## config.mk

```make
export PLATFORM = sky130hd
export DESIGN_NAME = br_update_queue
export DESIGN_NICKNAME = d
export VERILOG_FILES = /design/src/rtl/br_update_queue.sv
export SDC_FILE = /design/constraint.sdc
export NUM_CORES = 1
export LEC_CHECK = 0
export BUFFER_PORTS_ARGS = -buffer_cell sky130_fd_sc_hd__buf_2
export CAP_MARGIN = 40
export CORE_ASPECT_RATIO = 1.1
export CORE_MARGIN = 3
export CORE_UTILIZATION = 44
export CTS_BUF_LIST = sky130_fd_sc_hd__clkbuf_8
export DETAILED_ROUTE_END_ITERATION = 12
export GPL_ROUTABILITY_DRIVEN = 0
export PLACE_DENSITY = 0.71
export SYNTH_ARGS = -nofsm -noshare
export SYNTH_HDL_FRONTEND = slang
export SYNTH_SLANG_ARGS = --single-unit
export TNS_END_PERCENT = 5
```

## constraint.sdc

```tcl
create_clock -name clk -period 5.2 [get_ports clk]
set_input_delay 0.26 -clock clk [delete_from_list [all_inputs] [get_ports clk]]
set_output_delay 0.26 -clock clk [all_outputs]
set_load 0.02 [all_outputs]
```

## src/rtl/br_update_queue.sv

```systemverilog
// Branch-update training queue: buffers resolved conditional branches and
// drains one saturated pattern-history counter update per cycle, with a
// last-write bypass for back-to-back updates to the same index.
module br_update_queue #(
  parameter int ENQ_WIDTH  = 2,
  parameter int DEPTH      = 8,
  parameter int INDEX_BITS = 10,
  parameter int CTR_BITS   = 2,
  parameter int DROP_BITS  = 16
) (
  input  logic                             clk,
  input  logic                             rst,
  input  logic [ENQ_WIDTH-1:0]             enq_valid,
  input  logic [ENQ_WIDTH*INDEX_BITS-1:0]  enq_index,
  input  logic [ENQ_WIDTH-1:0]             enq_taken,
  input  logic [ENQ_WIDTH*CTR_BITS-1:0]    enq_prev_ctr,
  output logic                             enq_ready,
  output logic                             upd_valid,
  output logic [INDEX_BITS-1:0]            upd_index,
  output logic [CTR_BITS-1:0]              upd_ctr,
  input  logic                             upd_ready,
  output logic [$clog2(DEPTH):0]           occupancy,
  output logic [DROP_BITS-1:0]             drop_count
);

  localparam int PTR_BITS = $clog2(DEPTH);
  localparam int OCC_BITS = PTR_BITS + 1;
  localparam logic [CTR_BITS-1:0] CTR_MAX   = '1;
  localparam logic [OCC_BITS-1:0] DEPTH_OCC = OCC_BITS'(DEPTH);
  localparam logic [OCC_BITS-1:0] ENQ_OCC   = OCC_BITS'(ENQ_WIDTH);

  // Queue storage (not reset; validity comes from the pointers)
  logic [INDEX_BITS-1:0] ent_index_q [DEPTH];
  logic [INDEX_BITS-1:0] ent_index_d [DEPTH];
  logic                  ent_taken_q [DEPTH];
  logic                  ent_taken_d [DEPTH];
  logic [CTR_BITS-1:0]   ent_ctr_q   [DEPTH];
  logic [CTR_BITS-1:0]   ent_ctr_d   [DEPTH];

  logic [PTR_BITS-1:0]   head_q, head_d;
  logic [PTR_BITS-1:0]   tail_q, tail_d;
  logic [OCC_BITS-1:0]   occ_q, occ_d;
  logic [DROP_BITS-1:0]  drop_q, drop_d;
  logic                  byp_valid_q, byp_valid_d;
  logic [INDEX_BITS-1:0] byp_index_q, byp_index_d;
  logic [CTR_BITS-1:0]   byp_ctr_q, byp_ctr_d;

  logic [OCC_BITS-1:0]   enq_cnt;
  logic [PTR_BITS-1:0]   lane_off [ENQ_WIDTH];
  logic [DROP_BITS:0]    drop_sum;
  logic                  pop;
  logic                  head_taken;
  logic [CTR_BITS-1:0]   head_prev;
  logic [CTR_BITS-1:0]   base_ctr;

  // Popcount of valid lanes and each lane's compacted slot offset
  always_comb begin
    enq_cnt = '0;
    for (int i = 0; i < ENQ_WIDTH; i++) begin
      lane_off[i] = enq_cnt[PTR_BITS-1:0];
      if (enq_valid[i]) enq_cnt = enq_cnt + OCC_BITS'(1);
    end
  end

  // Head view, bypass selection and saturating counter update
  always_comb begin
    enq_ready  = (DEPTH_OCC - occ_q) >= ENQ_OCC;
    upd_valid  = occ_q != '0;
    upd_index  = ent_index_q[head_q];
    head_taken = ent_taken_q[head_q];
    head_prev  = ent_ctr_q[head_q];
    base_ctr   = (byp_valid_q && (byp_index_q == upd_index)) ? byp_ctr_q : head_prev;
    if (head_taken) upd_ctr = (base_ctr == CTR_MAX) ? CTR_MAX : base_ctr + CTR_BITS'(1);
    else            upd_ctr = (base_ctr == '0) ? '0 : base_ctr - CTR_BITS'(1);
    pop        = upd_valid && upd_ready;
    occupancy  = occ_q;
    drop_count = drop_q;
  end

  // Pointer, occupancy, drop counter and bypass next-state
  always_comb begin
    head_d      = pop ? head_q + PTR_BITS'(1) : head_q;
    tail_d      = enq_ready ? tail_q + enq_cnt[PTR_BITS-1:0] : tail_q;
    occ_d       = occ_q + (enq_ready ? enq_cnt : '0) - (pop ? OCC_BITS'(1) : '0);
    drop_sum    = {1'b0, drop_q} + (DROP_BITS+1)'(enq_cnt);
    drop_d      = drop_q;
    if (!enq_ready && (enq_cnt != '0))
      drop_d = drop_sum[DROP_BITS] ? '1 : drop_sum[DROP_BITS-1:0];
    byp_valid_d = byp_valid_q;
    byp_index_d = byp_index_q;
    byp_ctr_d   = byp_ctr_q;
    if (pop) begin
      byp_valid_d = 1'b1;
      byp_index_d = upd_index;
      byp_ctr_d   = upd_ctr;
    end
  end

  // Compacted writes of accepted lanes into consecutive tail slots
  always_comb begin
    ent_index_d = ent_index_q;
    ent_taken_d = ent_taken_q;
    ent_ctr_d   = ent_ctr_q;
    if (enq_ready) begin
      for (int i = 0; i < ENQ_WIDTH; i++) begin
        if (enq_valid[i]) begin
          ent_index_d[tail_q + lane_off[i]] = enq_index[i*INDEX_BITS +: INDEX_BITS];
          ent_taken_d[tail_q + lane_off[i]] = enq_taken[i];
          ent_ctr_d[tail_q + lane_off[i]]   = enq_prev_ctr[i*CTR_BITS +: CTR_BITS];
        end
      end
    end
  end

  // Control state registers with synchronous reset
  always_ff @(posedge clk) begin
    if (rst) begin
      head_q      <= '0;
      tail_q      <= '0;
      occ_q       <= '0;
      drop_q      <= '0;
      byp_valid_q <= 1'b0;
      byp_index_q <= '0;
      byp_ctr_q   <= '0;
    end else begin
      head_q      <= head_d;
      tail_q      <= tail_d;
      occ_q       <= occ_d;
      drop_q      <= drop_d;
      byp_valid_q <= byp_valid_d;
      byp_index_q <= byp_index_d;
      byp_ctr_q   <= byp_ctr_d;
    end
  end

  // Entry storage registers
  always_ff @(posedge clk) begin
    ent_index_q <= ent_index_d;
    ent_taken_q <= ent_taken_d;
    ent_ctr_q   <= ent_ctr_d;
  end

endmodule

```

# Word-level counts from Yosys, hierarchy flattened
# Cells that the tools add are included.
op_classes:
  n_reduce_logical: 9
  n_bitwise: 3
  n_mux: 45
  order_cmp: 6
  n_eq_ne: 2
  add_sub_neg: 10
ops:
  columns: ["operator", "n"]
  rows:
  - ["two-way mux 80 bit", 3]
  - ["bitwise mux 80 bit", 2]
  - ["two-way mux 16 bit", 4]
  - ["demux 10 bit (select 3 bit)", 2]
  - ["two-way mux 10 bit", 4]
  - ["bitwise mux 16 bit", 2]
  - ["binary-select mux 10 bit (select 3 bit)", 1]
  - ["two-way mux 8 bit", 3]
  - ["adder 16 x 4 -> 17 bit", 1]
  - ["bitwise mux 8 bit", 2]
  - ["two-way mux 2 bit", 8]
  - ["demux 2 bit (select 3 bit)", 2]
  - ["greater-or-equal comparator 4 bit, second input constant", 3]
  - ["NOT 3 -> 4 bit", 3]
  - ["equality test 10 bit", 1]
  - ["< comparator 4 x 1 -> 1 bit, second input constant", 2]
  - ["two-way mux 4 bit", 2]
  - ["nonzero test 4 bit", 2]
  - ["adder 3 bit", 2]
  - ["binary-select mux 2 bit (select 3 bit)", 1]
  - ["demux 1 bit (select 3 bit)", 2]
  - ["two-way mux 1 bit", 6]
  - ["logical AND 1 bit", 5]
  - ["adder 4 x 1 -> 4 bit, second input constant", 1]
  - ["other kinds (11)", 11]
totals:
  ff_bits: 143
  word_cells: 106

# Depth between registers and ports, before layout
logic_depth:
  word_depth: 10
  ltp_mapped: 14

# Least setup slack after synthesis
# No wires, ideal clock.
synth_timing:
  path_kind: "register to register"
  start: "reg occ_q[0], in the netlist occupancy[0]"
  end: "reg occ_q[3], in the netlist occupancy[3]"
  synth_period_minus_slack_ps: 6029
  path_buffers: 1
  slack_ps: -829
  required_ps: 5072
  arrival_time_ps: 5902
  path_stages_with_launch: 15
  path_cell_list: "dfxtp_1 -> inv_1 -> ha_1 -> nor2b_1 -> a31oi_1 -> or3_1 -> clkbuf_1 -> nand2_1 -> ha_1 -> inv_1 -> ha_1 -> a21o_1 -> a21oi_1 -> xnor2_1 -> nor2_1"
synth_between:
  elab_chain_cells: 5
  word_cells_on_any_way: 8
synth_rtl:
  columns: ["element", "line", "source"]
  rows:
  - ["start: declaration", "42", "logic [OCC_BITS-1:0] occ_q, occ_d;"]
  - ["start signal: assignment", "120", "occ_q <= '0;"]
  - ["start signal: assignment", "128", "occ_q <= occ_d;"]
  - ["subtractor 4 bit", "67", "enq_ready = (DEPTH_OCC - occ_q) >= ENQ_OCC;"]
  - ["greater-or-equal comparator 4 x 2 -> 1 bit", "67", null]
  - ["named net enq_ready", "17", "output logic enq_ready,"]
  - ["two-way mux 4 bit", "84", "occ_d = occ_q + (enq_ready ? enq_cnt : '0) - (pop ? OCC_BITS'(1) : '0);"]
  - ["adder 4 bit", "84", null]
  - ["subtractor 4 x 1 -> 4 bit", "84", null]
# The timed path passes the listed nets, and every way through them passes these cells.
# A chain may end at the register's enable or synchronous reset.

# Final worst setup path
layout_timing:
  start: "reg head_q[1]"
  end: "out upd_ctr[1]"
layout_between:
  elab_chain_cells: 10
  word_cells_on_any_way: 20
layout_rtl:
  columns: ["element", "line", "source"]
  rows:
  - ["start: declaration", "40", "logic [PTR_BITS-1:0] head_q, head_d;"]
  - ["start signal: assignment", "118", "head_q <= '0;"]
  - ["start signal: assignment", "126", "head_q <= head_d;"]
  - ["NOT 3 -> 4 bit (not written as such) (*)", "69, 70, 71", null]
  - ["binary-select mux 10 bit (select 3 bit)", "69", "upd_index = ent_index_q[head_q];"]
  - ["two-way mux 10 bit (not written as such) (2 in series)", "69", null]
  - ["equality test 10 bit", "72", "base_ctr = (byp_valid_q && (byp_index_q == upd_index)) ? byp_ctr_q : head_prev;"]
  - ["logical AND 1 bit", "72", null]
  - ["two-way mux 2 bit", "72", null]
  - ["subtractor 2 x 1 -> 2 bit (tied with other cells)", "74", "else upd_ctr = (base_ctr == '0) ? '0 : base_ctr - CTR_BITS'(1);"]
  - ["two-way mux 2 bit (on tied branches)", "74, 73", null]
  - ["two-way mux 2 bit (*)", "73", "if (head_taken) upd_ctr = (base_ctr == CTR_MAX) ? CTR_MAX : base_ctr + CTR_BITS'(1);"]
  - ["end: declaration", "20", "output logic [CTR_BITS-1:0] upd_ctr,"]
# Mark *: on every way between the ends. The rest lies on a longest branch, timed or not. The select of a mux whose other input is x is not followed.

==> reports/results.ini <==
[outcome]
outcome=finished, final reports clean

[synth]
syn-instance-count=813
synth_top_family_by_area=multiplexers
ys.warnings.count=0
synth_enable_flop_cells=104
synthAdderAreaFrac_pct=3.22
ys_ff_latch=143
synth_cell_types=47
synth_compound_area_share_pct=9.39
synth-simple-area-share_pct=12.1
seq_area_frac_synth_pct=46.4
synth_xor_xnor_area_share_pct=2.60
syn_nets=863
netlist_area_um2=8410
syn_avg_cell_area_um2=10.3
synth_mux_area_share_pct=21.2
yosys_most_used_dff=edfxtp_1
synthArstFlopShare_pct=0

[layout]
layout_common_cells=mux2i_1, edfxtp_1, nor2_1
drive_gt1_share_pct=18.0
finish.utilization_pct=50.3
n_antenna_cell=0
nets=897
syn2layout_area_growth_pct=11.3
mostFrequentLayoutCell=mux2i_1

[timing]
setup_viol=0
min_period_over_period_pct=72.5
setup_slack_ns=1.43
max_slew.worst_pin.slew_ns=0.795
period_minus_slack_ns=3.77
relSlewSlack_pct=46.5
fin_hold_ws_ns=0.187
clock_skew_ns=0.00744
drv_slew=0
fmax_ghz=0.265
rsz0062_at_grt=false
setup_tns_ns=0
hold_viol=0

[worst_setup_path]
cp_data_arrival_time_ns=3.51
timing_worst_setup_path_type=flip-flop to primary output
crit_fanout=11
end_kind=primary output
crit_path_top_delay_cell=dfxtp_1
worstPathRequired_ns=4.94
start_kind=flip-flop
critPathBufInv=2
slowest_delay_ns=0.64
cp_top_family=multiplexers
cp_cell_sequence=buf_8 -> mux4_2 -> mux2i_1 -> xor2_1 -> nand4_1 -> nor4_4 -> nand2_2 -> mux2_4 -> buf_2

[floorplan]
dieArea_um2=20800
io_pins=65
die_h_um=151
fp.dieW_um=138
rows=52
start_util_pct=45.2
coreArea_um2=18600

[global_routing]
grt_max_degree=52
grt_usage_pct=21.1
grt_pass1_wl_um=33200
grt_pass1_vias=5778
antenna_found_initial=1
grt.overflow.total=0

[flow_run]
maxCapViolCount=0

[clocking]
postCtsSetupRepairBufs=0
h-tree-depth=4
worstSkewPairLatency_ns=0.46
clock_sinks=143
clk_pin_slew_ns=0.08
ctsHoldBuffers=0
cts-buffers-inserted=17
cts_resized=0
clockRootBuffer=clkbuf_8
cts_buffer_depth=2
cts_tree=built

[power]
leakage_nw=3.75
power.density_nw_per_um2=609
finalPower_mw=5.70
peakVddDrop_v=0.000453

[detailed_routing]
via_count=6199
first_pass_iters=5
drc=0
wl_um=21200
ant_nets=0
wl_per_cell_um=19.2
vias_per_cell=5.62
dr.first_iter.drc_count=513

[placed_design]
place_ws_ns=1.89
port_buffers=64
place_hpwl_um=13700

[min_path]
hold_path.class=primary input to flip-flop

[final timing paths]
kind | startpoint | to | slack (ns) | depth (start not counted)
max | head_q[1] | upd_ctr[1] | 1.43 | 9
min | enq_index[14] | ent_index_q[14] | 0.19 | 3
max reg2reg | occupancy[0] | occupancy[3] | 2.12 | 12
min reg2reg | byp_index_q[7] | byp_index_q[7] | 0.47 | 2
[through the flow]
stage | cell area (um2) | std cells
global route | 9360 | 1103
detailed placement | 8980 | 1071
floorplan | 8410 | 813
finish | 9360 | 1103
global placement | 8900 | 1066
CTS | 9360 | 1103
[worst register-to-register path: stages, from the launching register on]
cell	delay [ns]
dfxtp_1	0.40
inv_1	0.09
ha_1	0.23
nand2_1	0.08
nand2_1	0.25
inv_1	0.69
ha_1	0.34
inv_1	0.06
ha_1	0.27
a21o_1	0.18
a21oi_1	0.17
xnor2_1	0.14
nor2_1	0.05
[where the power goes]
group / switching [mW] / internal, mW / total, mW
registers: 0.330 / 2.03 / 2.36
clock network: 0.429 / 0.437 / 0.866
logic: 1.45 / 1.02 / 2.47
[cell type report]
class | instances | area (um2)
timing repair buffer | 88 | 551
inverter | 27 | 101
multi-input combinational | 570 | 4130
fill | 1735 | 9250
tap | 243 | 304
clock buffer | 19 | 262
clock inverter | 13 | 109
sequential | 143 | 3900
[metal layers]
metal | track usage, % | part of all wire, %
met1 | 29.0 | 44
met4 | 5.98 | 1.5
met2 | 34.0 | 48
met5 | 0 | 0.042
met3 | 4.35 | 6.3
[cells by family (layout without fill, tap and decap cells)]
kind of cell               Yosys count  count (layout)
buffers and inverters              100             147
xor gates and xnor gates            25              25
AOI/OAI and AO/OA                  146             146
and+or+nand+nor                    229             229
adders and majority gates           20              20
DFF                                143             143
muxes                              150             150
[Yosys cell counts, types with 3 or more instances]
cell type / n / area [um2]
a211oi_1: 9 / 67.6
nor2b_1: 5 / 31.3
nor3b_1: 3 / 22.5
nand2_1: 79 / 297
buf_1: 10 / 37.5
nand2b_1: 4 / 25.0
mux4_2: 21 / 473
dfxtp_1: 39 / 781
nand3_1: 10 / 50.1
fa_1: 3 / 60.1
buf_2: 6 / 30.0
xor2_1: 15 / 131
and4_1: 3 / 26.3
mux2_2: 7 / 78.8
nor3_1: 17 / 85.1
o21ai_0: 55 / 275
edfxtp_1: 104 / 3120
clkbuf_2: 13 / 65.1
or3_1: 5 / 31.3
xnor2_1: 10 / 87.6
nor2_1: 87 / 327
a21oi_1: 69 / 345
ha_1: 16 / 200
buf_6: 3 / 33.8
mux2i_1: 119 / 1190
a311oi_1: 3 / 26.3
nand4_1: 6 / 37.5
inv_1: 27 / 101
clkbuf_1: 41 / 154
[state kept, by name, summed over array words and instances, names as in the netlist]
register	cells
byp_ctr_q	2
occupancy	4
ent_taken_q	8
tail_q	3
ent_index_q	80
byp_valid_q	1
drop_count	16
ent_ctr_q	16
head_q	3
byp_index_q	10
Power figures use the tool's default switching activity.
